## config.mk

```make
export PLATFORM = sky130hd
export DESIGN_NAME = seq_chunk_adder
export DESIGN_NICKNAME = d
export VERILOG_FILES = /design/src/rtl/seq_chunk_adder.sv
export SDC_FILE = /design/constraint.sdc
export NUM_CORES = 1
export LEC_CHECK = 0
export ABC_AREA = 1
export CORE_ASPECT_RATIO = 1.75
export CORE_MARGIN = 3
export CORE_UTILIZATION = 35
export DETAILED_ROUTE_END_ITERATION = 8
export MAX_ROUTING_LAYER = met4
export SLEW_MARGIN = 25
export SYNTH_ARGS = -nofsm -noshare
export SYNTH_HDL_FRONTEND = slang
export SYNTH_SLANG_ARGS = --single-unit
export TNS_END_PERCENT = 20
```

## constraint.sdc

```tcl
create_clock -name clk -period 2.4 [get_ports clk]
set_clock_uncertainty 0.05 [all_clocks]
set_input_delay 0.6 -clock clk [delete_from_list [all_inputs] [get_ports clk]]
set_output_delay 0.6 -clock clk [all_outputs]
set_load 0.02 [all_outputs]
```

## src/rtl/seq_chunk_adder.sv

```systemverilog
// Multi-cycle add/subtract unit: a CHUNK-bit ripple slice reused over WIDTH/CHUNK cycles.
// Optional unsigned saturation of sum when SEQ_CHUNK_ADDER_SAT_EN is defined.
module seq_chunk_adder #(
   parameter int unsigned WIDTH = 16,
   parameter int unsigned CHUNK = 4
) (
   input  logic             clk,
   input  logic             rst,
   input  logic             start,
   input  logic             sub,
   input  logic             cin,
   input  logic [WIDTH-1:0] a,
   input  logic [WIDTH-1:0] b,
   output logic             busy,
   output logic             done,
   output logic [WIDTH-1:0] sum,
   output logic             cout,
   output logic             ovf
);

   localparam int unsigned NCH = WIDTH / CHUNK;
   localparam int unsigned IW  = (NCH > 1) ? $clog2(NCH) : 1;
   localparam logic [CHUNK-1:0] ChunkMask = '1;

   typedef enum logic {StIdle, StRun} state_e;

   state_e           state_q;
   logic [WIDTH-1:0] op_a_q;
   logic [WIDTH-1:0] op_b_q;
   logic [WIDTH-1:0] res_q;
   logic             carry_q;
   logic [IW-1:0]    idx_q;

   int unsigned      shift;
   logic [CHUNK-1:0] a_chunk;
   logic [CHUNK-1:0] b_chunk;
   logic [CHUNK:0]   chunk_sum;
   logic [WIDTH-1:0] res_next;
   logic [WIDTH-1:0] final_sum;
   logic             msb_cin;
   logic             last;

`ifdef SEQ_CHUNK_ADDER_SAT_EN
   logic sub_q;
`endif

   always_comb begin
      shift     = CHUNK * 32'(idx_q);
      a_chunk   = CHUNK'(op_a_q >> shift);
      b_chunk   = CHUNK'(op_b_q >> shift);
      chunk_sum = {1'b0, a_chunk} + {1'b0, b_chunk} + {{CHUNK{1'b0}}, carry_q};
      res_next  = (res_q & ~(WIDTH'(ChunkMask) << shift))
                | (WIDTH'(chunk_sum[CHUNK-1:0]) << shift);
      // Carry into the top bit recovered from its sum bit: s = a ^ b ^ c_in.
      msb_cin   = chunk_sum[CHUNK-1] ^ a_chunk[CHUNK-1] ^ b_chunk[CHUNK-1];
      last      = (idx_q == IW'(NCH - 1));
      final_sum = res_next;
`ifdef SEQ_CHUNK_ADDER_SAT_EN
      if (!sub_q && chunk_sum[CHUNK]) begin
         final_sum = '1;
      end else if (sub_q && !chunk_sum[CHUNK]) begin
         final_sum = '0;
      end
`endif
   end

   always_ff @(posedge clk or posedge rst) begin
      if (rst) begin
         state_q <= StIdle;
         op_a_q  <= '0;
         op_b_q  <= '0;
         res_q   <= '0;
         carry_q <= 1'b0;
         idx_q   <= '0;
         busy    <= 1'b0;
         done    <= 1'b0;
         sum     <= '0;
         cout    <= 1'b0;
         ovf     <= 1'b0;
`ifdef SEQ_CHUNK_ADDER_SAT_EN
         sub_q   <= 1'b0;
`endif
      end else begin
         done <= 1'b0;
         case (state_q)
            StIdle: begin
               if (start) begin
                  op_a_q  <= a;
                  op_b_q  <= sub ? ~b : b;
                  carry_q <= sub | cin;
                  idx_q   <= '0;
                  res_q   <= '0;
                  busy    <= 1'b1;
                  state_q <= StRun;
`ifdef SEQ_CHUNK_ADDER_SAT_EN
                  sub_q   <= sub;
`endif
               end
            end
            StRun: begin
               res_q   <= res_next;
               carry_q <= chunk_sum[CHUNK];
               idx_q   <= idx_q + 1'b1;
               if (last) begin
                  sum     <= final_sum;
                  cout    <= chunk_sum[CHUNK];
                  ovf     <= msb_cin ^ chunk_sum[CHUNK];
                  done    <= 1'b1;
                  busy    <= 1'b0;
                  idx_q   <= '0;
                  state_q <= StIdle;
               end
            end
            default: state_q <= StIdle;
         endcase
      end
   end

endmodule

```

Yosys cells after proc, flatten, opt, wreduce, memory -nomap -nowiden
Cells that the tools add are included.
W data, S select, Z words.

operators by class
  add/subtract/negate cells = 3
  equality and inequality tests = 3
  shift-type cells = 4
  mux-type cells = 16
  bitwise operators = 9
  reduce and logical (&&, ||, !) cells = 3

operator list
  cell                    number
  $mux W16                2
  $not A16 Y16            2
  $pmux W16 S2            1
  $shr A16 B4 Y4          2
  $and A16 B16 Y16        1
  $or A16 B16 Y16         1
  $shl A4 B4 Y16          1
  $shl A4 B4 Y16 const A  1
  $mux W1                 7
  $pmux W1 S2             3
  $reduce_and A2 Y1       3
  $add A4 B4 Y5           1
  $add A5 B1 Y5           1
  $mux W2                 2
  $pmux W2 S2             1
  $xor A1 B1 Y1           3
  $add A2 B1 Y2 const B   1
  $eq A2 B2 Y1 const B    1
  $ne A2 B1 Y1 const B    1
  $ne A2 B2 Y1 const B    1
  $not A1 Y1              1
  $or A1 B1 Y1            1

storage, ports and cells
  register bits after elaboration = 72
  input port bits = 37
  output and inout bits = 20

Longest topological paths before layout
Gate-level depths: netlist (run 1).

  depth after elaboration = 6
  mapped depth = 16
  depth with buffers taken out = 15

Worst setup path after synthesis (run 1)
No wires, ideal clock.

  kind = flip-flop to flip-flop
  start point = register idx_q[0]
  end point = register ovf
  setup time = 0.118 ns
  data arrival time = 2.378 ns
  required time = 2.232 ns
  slack = -0.145 ns
  cell stages (with the launch flop) = 15
  path buffers = 3
  clock period less this slack = 2.545 ns
  cells stage by stage = dfrtp_1 > buf_6 > inv_4 > buf_6 > buf_2 > nor2_1 > o22ai_1 > fa_1 > fa_1 > a21oi_1 > nand3_1 > nand2_1 > nand2_1 > nand3_1 > nand2_1

on the way
  cells in the longest elaborated chain, start to end = 6

ends and longest elaborated chain
  what                               line    source
  from (decl)                        32      logic [IW-1:0] idx_q;
  from (signal assigned)             103     idx_q <= idx_q + 1'b1;
  $shr A16 B4 Y4 (on tied branches)  49, 50
  $add A4 B4 Y5                      51      chunk_sum = {1'b0, a_chunk} + {1'b0, b_chunk} + {{CHUNK{1'b0}}, carry_q};
  $add A5 B1 Y5                      51
  $xor A1 B1 Y1 (2 in series)        55      msb_cin = chunk_sum[CHUNK-1] ^ a_chunk[CHUNK-1] ^ b_chunk[CHUNK-1];
  $xor A1 B1 Y1                      107     ovf <= msb_cin ^ chunk_sum[CHUNK];
  to (signal assigned)               107
  to (decl)                          18      output logic ovf

Parallel ways exist; a longest one is shown, timed or not.
A chain may end at the register's enable or synchronous reset.

Worst setup path after layout (run 1)
  start point = register idx_q[0]
  end point = register sum[9]

on the way
  cells in the longest elaborated chain, start to end = 5

ends and longest elaborated chain
  what                               line    source
  $shr A16 B4 Y4 (on tied branches)  49, 50
  $add A4 B4 Y5                      51
  $add A5 B1 Y5                      51
  $shl A4 B4 Y16                     53      | (WIDTH'(chunk_sum[CHUNK-1:0]) << shift);
  $or A16 B16 Y16                    53
  to (signal assigned)               105     sum <= final_sum;
  to (decl)                          16      output logic [WIDTH-1:0] sum,

Parallel ways exist; a longest one is shown, timed or not.

==> flow_metrics.env, run 1 <==
export IMPL_cts_hold_buf=0
export IMPL_grt_pass1_wl_um=13000
export IMPL_drc=0
export IMPL_ys_types=27
export IMPL_hold_end="sum[11]$_DFFE_PP0P_"
export IMPL_wl_met1_um=3120
export IMPL_cts_tree="done"
export IMPL_r2r_end="sum[9]$_DFFE_PP0P_"
export IMPL_endpoint_kind="register"
export IMPL_setup_viol=12
export IMPL_synth_top_family_by_area="simple AND/OR/NAND/NOR gates"
export IMPL_worstReg2RegStart="idx_q[0]$_DFFE_PP0P_"
export IMPL_clk_path_buf_depth=2
export IMPL_critical_path_class="register to register"
export IMPL_grt_overflow_total=0
export IMPL_synthMuxAreaShare_pct=0
export IMPL_power_density_nw_per_um2=1630
export IMPL_slew_headroom_pct=53.4
export IMPL_vias=2793
export IMPL_initial_core_util_pct=36.5
export IMPL_path_clk_slew_ns=0.05
export IMPL_ys_ff_latch=68
export IMPL_numCtsBuffers=9
export IMPL_top_layer="met4"
export IMPL_portBuffers=56
export IMPL_period_minus_slack_ns=2.46
export IMPL_drtAntennaViolNets=0
export IMPL_fin_util_pct=48.1
export IMPL_hp_start="sum[11]$_DFFE_PP0P_"
export IMPL_synth_top_area_share_pct=50.3
export IMPL_crit_start="idx_q[0]$_DFFE_PP0P_"
export IMPL_row_count=46
export IMPL_synth_compound_area_share_pct=12.3
export IMPL_wl_met2_um=4270
export IMPL_p_leak_nw=2.08
export IMPL_synth_nets=449
export IMPL_antenna_found_initial=0
export IMPL_pin_count=57
export IMPL_synth_cells=403
export IMPL_diodes=0
export IMPL_synth_fa_ha_area_share_pct=3.77
export IMPL_clk_latency_ns=0.34
export IMPL_worstRegToRegCells=9
export IMPL_post_synth_top_area_cell="dfrtp_1"
export IMPL_timing_final_crit_share_pct=102
export IMPL_drt_iter0_drc=156
export IMPL_rsz0062_at_grt="yes"
export IMPL_start_kind="register"
export IMPL_grt_usage_pct=16.2
export IMPL_area_growth_pct=31.7
export IMPL_hold_depth=2
export IMPL_setup_ws_ns=-0.0596
export IMPL_reg2reg_slack_ns=-0.06
export IMPL_core_um2=9270
export IMPL_grt_max_degree=69
export IMPL_layout_commonest_cell="nand2_1"
export IMPL_finalSetupTns_ns=-0.540
export IMPL_nNetsFinal=511
export IMPL_root_buffer="clkbuf_16"
export IMPL_arrival_ns=2.66
export IMPL_wl_met3_um=260
export IMPL_required_ns=2.60
export IMPL_outcome="finished, violations left"
export IMPL_synth_simple_area_share_pct=21.3
export IMPL_yosysWarnings=0
export IMPL_mostFrequentLayoutCells="nand2_1, dfrtp_1, clkdlybuf4s50_1, inv_1, o21ai_1"
export IMPL_wl_um=7910
export IMPL_hold_class="register to register"
export IMPL_die_w_um=80.3
export IMPL_ys_seq_area_share_pct=50.3
export IMPL_cp_max_fo=15
export IMPL_hpwl_um=5760
export IMPL_via_per_inst=4.73
export IMPL_avgSynthCellArea_um2=8.39
export IMPL_firstDrtPassIters=4
export IMPL_hold_violations=0
export IMPL_cts_max_level=3
export IMPL_fmax_mhz=407
export IMPL_routabilityCongestion=0.878
export IMPL_synth_xor_xnor_area_share_pct=4.40
export IMPL_synth_area_top_cells="dfrtp_1, nand2_1, o21ai_0"
export IMPL_max_cap_violations=0
export IMPL_finalMaxSlewViolations=0
export IMPL_violations="negative setup slack"
export IMPL_drive_above_1_share_pct=12.8
export IMPL_post_drt_wl_per_cell_um=13.4
export IMPL_tightest_slew_ns=0.698
export IMPL_syn_area_um2=3380
export IMPL_grt_pass1_vias=2769
export IMPL_cts_sinks=68
export IMPL_dieArea_um2=10900
export IMPL_die_y_um=136
export IMPL_vdd_ir_drop_worst_mv=0.794
==> what timing repair did <==
| item | CTS | global route |
|---|---|---|
| pin swaps | 0 | 10 |
| gates resized for setup | 2 | 21 |
| setup buffers | 0 | 3 |
| cloned | 0 | 0 |
| endpoints found under the hold margin | 0 | 0 |
| setup endpoints to repair | 4 | 20 |
==> critical path, stage by stage (launching register included) <==
cell and delay, ns:
dfrtp_2 0.44, inv_6 0.08, o21ai_0 0.24, o22ai_2 0.13, fa_2 0.40, fa_2 0.64
nand2_2 0.08, o22ai_1 0.12, inv_1 0.07, o21ai_0 0.14
==> Yosys cell counts <==
master / instances
nand2_1: 136
dfrtp_1: 68
inv_1: 29
o21ai_0: 28
o22ai_1: 22
o21ai_1: 19
nand3_1: 18
nor2_1: 18
xnor2_1: 16
buf_2: 12
ha_1: 7
buf_6: 5
clkbuf_1: 4
inv_2: 3
nand2_2: 3
a31oi_1: 2
fa_1: 2
nor2_4: 2
a21oi_1: 1
a21oi_2: 1
buf_4: 1
clkinv_1: 1
inv_4: 1
nand3_2: 1
o211ai_1: 1
o31ai_1: 1
xor2_1: 1
==> cell families (layout without fill, tap and decap cells) <==
| logic type | Yosys count | in the layout |
|---|---|---|
| AOI/OAI and AO/OA | 75 | 75 |
| and+or+nand+nor | 178 | 178 |
| buffers and inverters | 56 | 123 |
| DFF | 68 | 68 |
| adders and majority gates | 9 | 9 |
| xor gates and xnor gates | 17 | 17 |
==> metal layers <==
layer / vias to the layer above / global-route usage (%)
met5: - / -
met4: 0 / 8.46
met3: 17 / 3.58
met2: 48 / 27.4
met1: 1306 / 17.4
li1: 1422 / -
==> final cells by class <==
class / count / area [um^2]
Fill cell: 911 / 4810
Multi-Input combinational cell: 279 / 1500
Clock buffer: 14 / 254
Sequential cell: 68 / 1700
Tap cell: 120 / 150
Clock inverter: 2 / 10.0
Timing Repair Buffer: 73 / 704
Inverter: 34 / 133
==> metrics by stage <==
step | worst slack, ns | std cells | hold slack [ns] | area, um^2 | total power, mW
6_report | -0.0596 | 590 | 0.424 | 4450 | 7.24
5_1_grt | -0.220 | 590 | 0.455 | 4450 | 7.90
4_1_cts | 0.00598 | 587 | 0.430 | 4360 | 6.97
3_5_place_dp | -0.0149 | 571 | 0.416 | 4090 | 5.72
3_3_place_gp | 0.0750 | 571 | 0.407 | 4090 | 5.63
2_1_floorplan | -0.0118 | 403 | 0.387 | 3410 | 4.64
==> registers in the layout, summed over array words and instances, names as in the netlist <==
signal,cells
busy,1
carry_q,1
cout,1
done,1
idx_q,2
op_a_q,16
op_b_q,16
ovf,1
res_q,12
state_q,1
sum,16
==> how the worst max path moves through the flow <==
stage                           endpoint  slack [ns]  cells after the start
CTS                      ovf$_DFFE_PP0P_       0.006                     11
floorplan            sum[10]$_DFFE_PP0P_       -0.01                     13
finish                sum[9]$_DFFE_PP0P_       -0.06                      9
detailed placement   sum[10]$_DFFE_PP0P_       -0.01                     10
global placement     sum[10]$_DFFE_PP0P_        0.07                     10
global route        res_q[2]$_DFFE_PP0P_       -0.22                     10
==> power by group <==
group	switching, mW	total [mW]	internal, mW	leakage [nW]
Combinational	2.38	4.06	1.68	1.09
Clock	0.450	1.17	0.724	0.131
Sequential	0.333	2.01	1.67	0.860
Total	3.16	7.24	4.08	2.08
Power figures use the tool's default switching activity.
==> run 2, diff against run 1 <==
- ABC_AREA: 1 -> 0
==> run 2 against run 1 <==
Net effect: the flow still finishes with violations (negative setup slack); final area down 2.4%; sequential share of layout area grew 0.92 points; global-route usage is 1.1 points lower; critical endpoint is now ovf$_DFFE_PP0P_; largest cell class unchanged; largest power group unchanged; highest routed layer unchanged.
==> flow_metrics.env, run 2 <==
export IMPL_mostFrequentLayoutCells="nand2_1, dfrtp_1, clkdlybuf4s50_1, o21ai_0"
export IMPL_wl_um=6820
export IMPL_cts_hold_buf=0
export IMPL_max_cap_violations=0
export IMPL_placed_cells=474
export IMPL_cp_top_family="adder cells"
export IMPL_finalMaxSlewViolations=0
export IMPL_pin_count=57
export IMPL_period_minus_slack_ns=2.62
export IMPL_cts_sinks=68
export IMPL_nNetsFinal=416
export IMPL_diodes=0
export IMPL_synth_area_top_cells="dfrtp_1, nand2_1, mux4_2"
export IMPL_antenna_found_initial=0
export IMPL_rsz0062_at_grt="yes"
export IMPL_grt_pass1_wl_um=11500
export IMPL_hold_slack_ns=0.422
export IMPL_critical_path_class="register to register"
export IMPL_grt_max_degree=34
export IMPL_drtAntennaViolNets=0
export IMPL_synth_top_family_by_area="simple AND/OR/NAND/NOR gates"
export IMPL_finalSetupTns_ns=-0.697
export IMPL_drive_above_1_share_pct=13.4
export IMPL_synthMuxAreaShare_pct=6.00
export IMPL_ys_seq_area_share_pct=53.7
export IMPL_worstReg2RegStart="idx_q[0]$_DFFE_PP0P_"
export IMPL_die_y_um=132
export IMPL_required_ns=2.56
export IMPL_reg_largest_list="op_a_q (16), op_b_q (16), sum (16)"
export IMPL_synth_top_area_share_pct=53.7
export IMPL_vdd_ir_drop_worst_mv=0.752
export IMPL_synth_nets=349
export IMPL_cts_max_level=3
export IMPL_start_kind="register"
export IMPL_power_density_nw_per_um2=1640
export IMPL_cpMaxStageDelayCell="mux4_2"
export IMPL_via_per_inst=4.76
export IMPL_synth_xor_xnor_area_share_pct=6.20
export IMPL_hpwl_um=5160
export IMPL_timing_final_crit_share_pct=109
export IMPL_synth_simple_area_share_pct=13.7
export IMPL_syn_area_um2=3170
export IMPL_stdcell_count=490
export IMPL_synth_fa_ha_area_share_pct=4.03
export IMPL_hold_violations=0
export IMPL_cts_tree="done"
export IMPL_drc=0
export IMPL_ys_async_sr_fraction_pct=100
export IMPL_firstDrtPassIters=4
export IMPL_post_synth_top_area_cell="dfrtp_1"
export IMPL_area_growth_pct=37.2
export IMPL_slew_headroom_pct=60.6
export IMPL_portBuffers=56
export IMPL_dieArea_um2=10300
export IMPL_hp_start="sum[8]$_DFFE_PP0P_"
export IMPL_synth_edff_count=0
export IMPL_endpoint_kind="register"
export IMPL_worstRegToRegCells=8
export IMPL_yosysWarnings=0
export IMPL_numCtsBuffers=9
export IMPL_clk_latency_ns=0.33
export IMPL_core_um2=8730
export IMPL_initial_core_util_pct=36.3
export IMPL_synth_cells=303
export IMPL_drt_iter0_drc=118
export IMPL_crit_start="idx_q[0]$_DFFE_PP0P_"
export IMPL_synth_compound_area_share_pct=13.3
export IMPL_ys_types=26
export IMPL_synth_most_common_cell="nand2_1"
export IMPL_root_buffer="clkbuf_16"
export IMPL_row_count=45
export IMPL_synth_flop_cell="dfrtp_1"
export IMPL_grt_pass1_vias=2420
export IMPL_critPathBufInv=0
export IMPL_synth_top_cells_by_count="nand2_1, dfrtp_1, o21ai_0"
export IMPL_grt_overflow_total=0
export IMPL_fin_util_pct=49.8
export IMPL_violations="negative setup slack"
export IMPL_tightest_slew_ns=0.589
export IMPL_layout_commonest_cell="nand2_1"
export IMPL_arrival_ns=2.78
export IMPL_fmax_mhz=381
export IMPL_routabilityCongestion=0.824
export IMPL_dp_slack_ns=-0.272
export IMPL_path_clk_slew_ns=0.06
export IMPL_hold_depth=2
export IMPL_post_drt_wl_per_cell_um=13.9
export IMPL_grt_usage_pct=15.1
export IMPL_outcome="finished, violations left"
export IMPL_clk_path_buf_depth=2
export IMPL_p_leak_nw=1.95
export IMPL_vias=2331
export IMPL_avgSynthCellArea_um2=10.5
export IMPL_cpMostUsedCell="fa_2"
export IMPL_worst_path_stages=8
export IMPL_hold_class="register to register"
export IMPL_ys_ff_latch=68
export IMPL_setup_viol=12
export IMPL_cp_cell_sequence="mux4_2 > fa_2 > fa_2 > a21o_1 > a21oi_2 > xnor3_1 > xnor2_1 > o21ai_1"
export IMPL_max_stage_delay_ns=0.53
export IMPL_die_w_um=77.9
export IMPL_setup_ws_ns=-0.224
export IMPL_cp_max_fo=4
==> run 2: final cells by class <==
class                           count  area [um^2]
Fill cell                         828         4380
Sequential cell                    68         1700
Multi-Input combinational cell    211         1430
Timing Repair Buffer               76          739
Clock buffer                       12          256
Tap cell                          117          146
Clock inverter                      2         60.1
Inverter                            4         15.0
==> run 2: power by group <==
| part | total (mW) | internal (mW) | switching [mW] |
|---|---|---|---|
| Clock | 1.41 | 0.954 | 0.457 |
| Sequential | 1.97 | 1.66 | 0.308 |
| Combinational | 3.76 | 1.81 | 1.95 |
==> run 2: kinds of logic after synthesis <==
| group | Yosys count |
|---|---|
| xor+xnor | 20 |
| fa+ha+maj | 9 |
| flops | 68 |
| compound gates | 68 |
| buf+inv | 24 |
| simple gates | 105 |
| mux | 9 |
==> run 2: timing repair <==
item / CTS / global route
resized for setup: 7 / 0
setup buffers: 2 / 0
endpoints found under the hold margin: 0 / 0
pin swaps: 7 / 0
endpoints found under the setup margin: 17 / 20
==> run 2: worst min-delay path: stages, from the launching register on <==
cell	delay, ns
dfrtp_1	0.34
nand2_1	0.04
o21ai_0	0.06
==> run 2: final timing paths <==
| check | end | slack (ns) |
|---|---|---|
| setup / recovery | ovf$_DFFE_PP0P_ | -0.22 |
| hold / removal | sum[8]$_DFFE_PP0P_ | 0.42 |
| setup reg to reg | ovf$_DFFE_PP0P_ | -0.22 |
| hold reg to reg | sum[8]$_DFFE_PP0P_ | 0.42 |
| max in group asynchronous | op_b_q[1]$_DFFE_PP0P_ | 1.23 |
| min in group asynchronous | state_q$_DFF_PP0_ | 0.55 |
==> run 2: routing by layer <==
layer  GRT usage, %  share of wire (%)  routed length (um)
met1           15.2                 39                2680
met2           25.8                 55                3730
met3           4.45                3.4                 233
met4           8.07                2.6                 175
met5              -                  0                   0
==> run 2: metrics by stage <==
step	total power, mW	cell area [um^2]
final	7.14	4350
after global routing	7.68	4350
after CTS	7.24	4350
after detailed placement	5.49	3970
after global placement	5.42	3970
after floorplan	4.31	3180
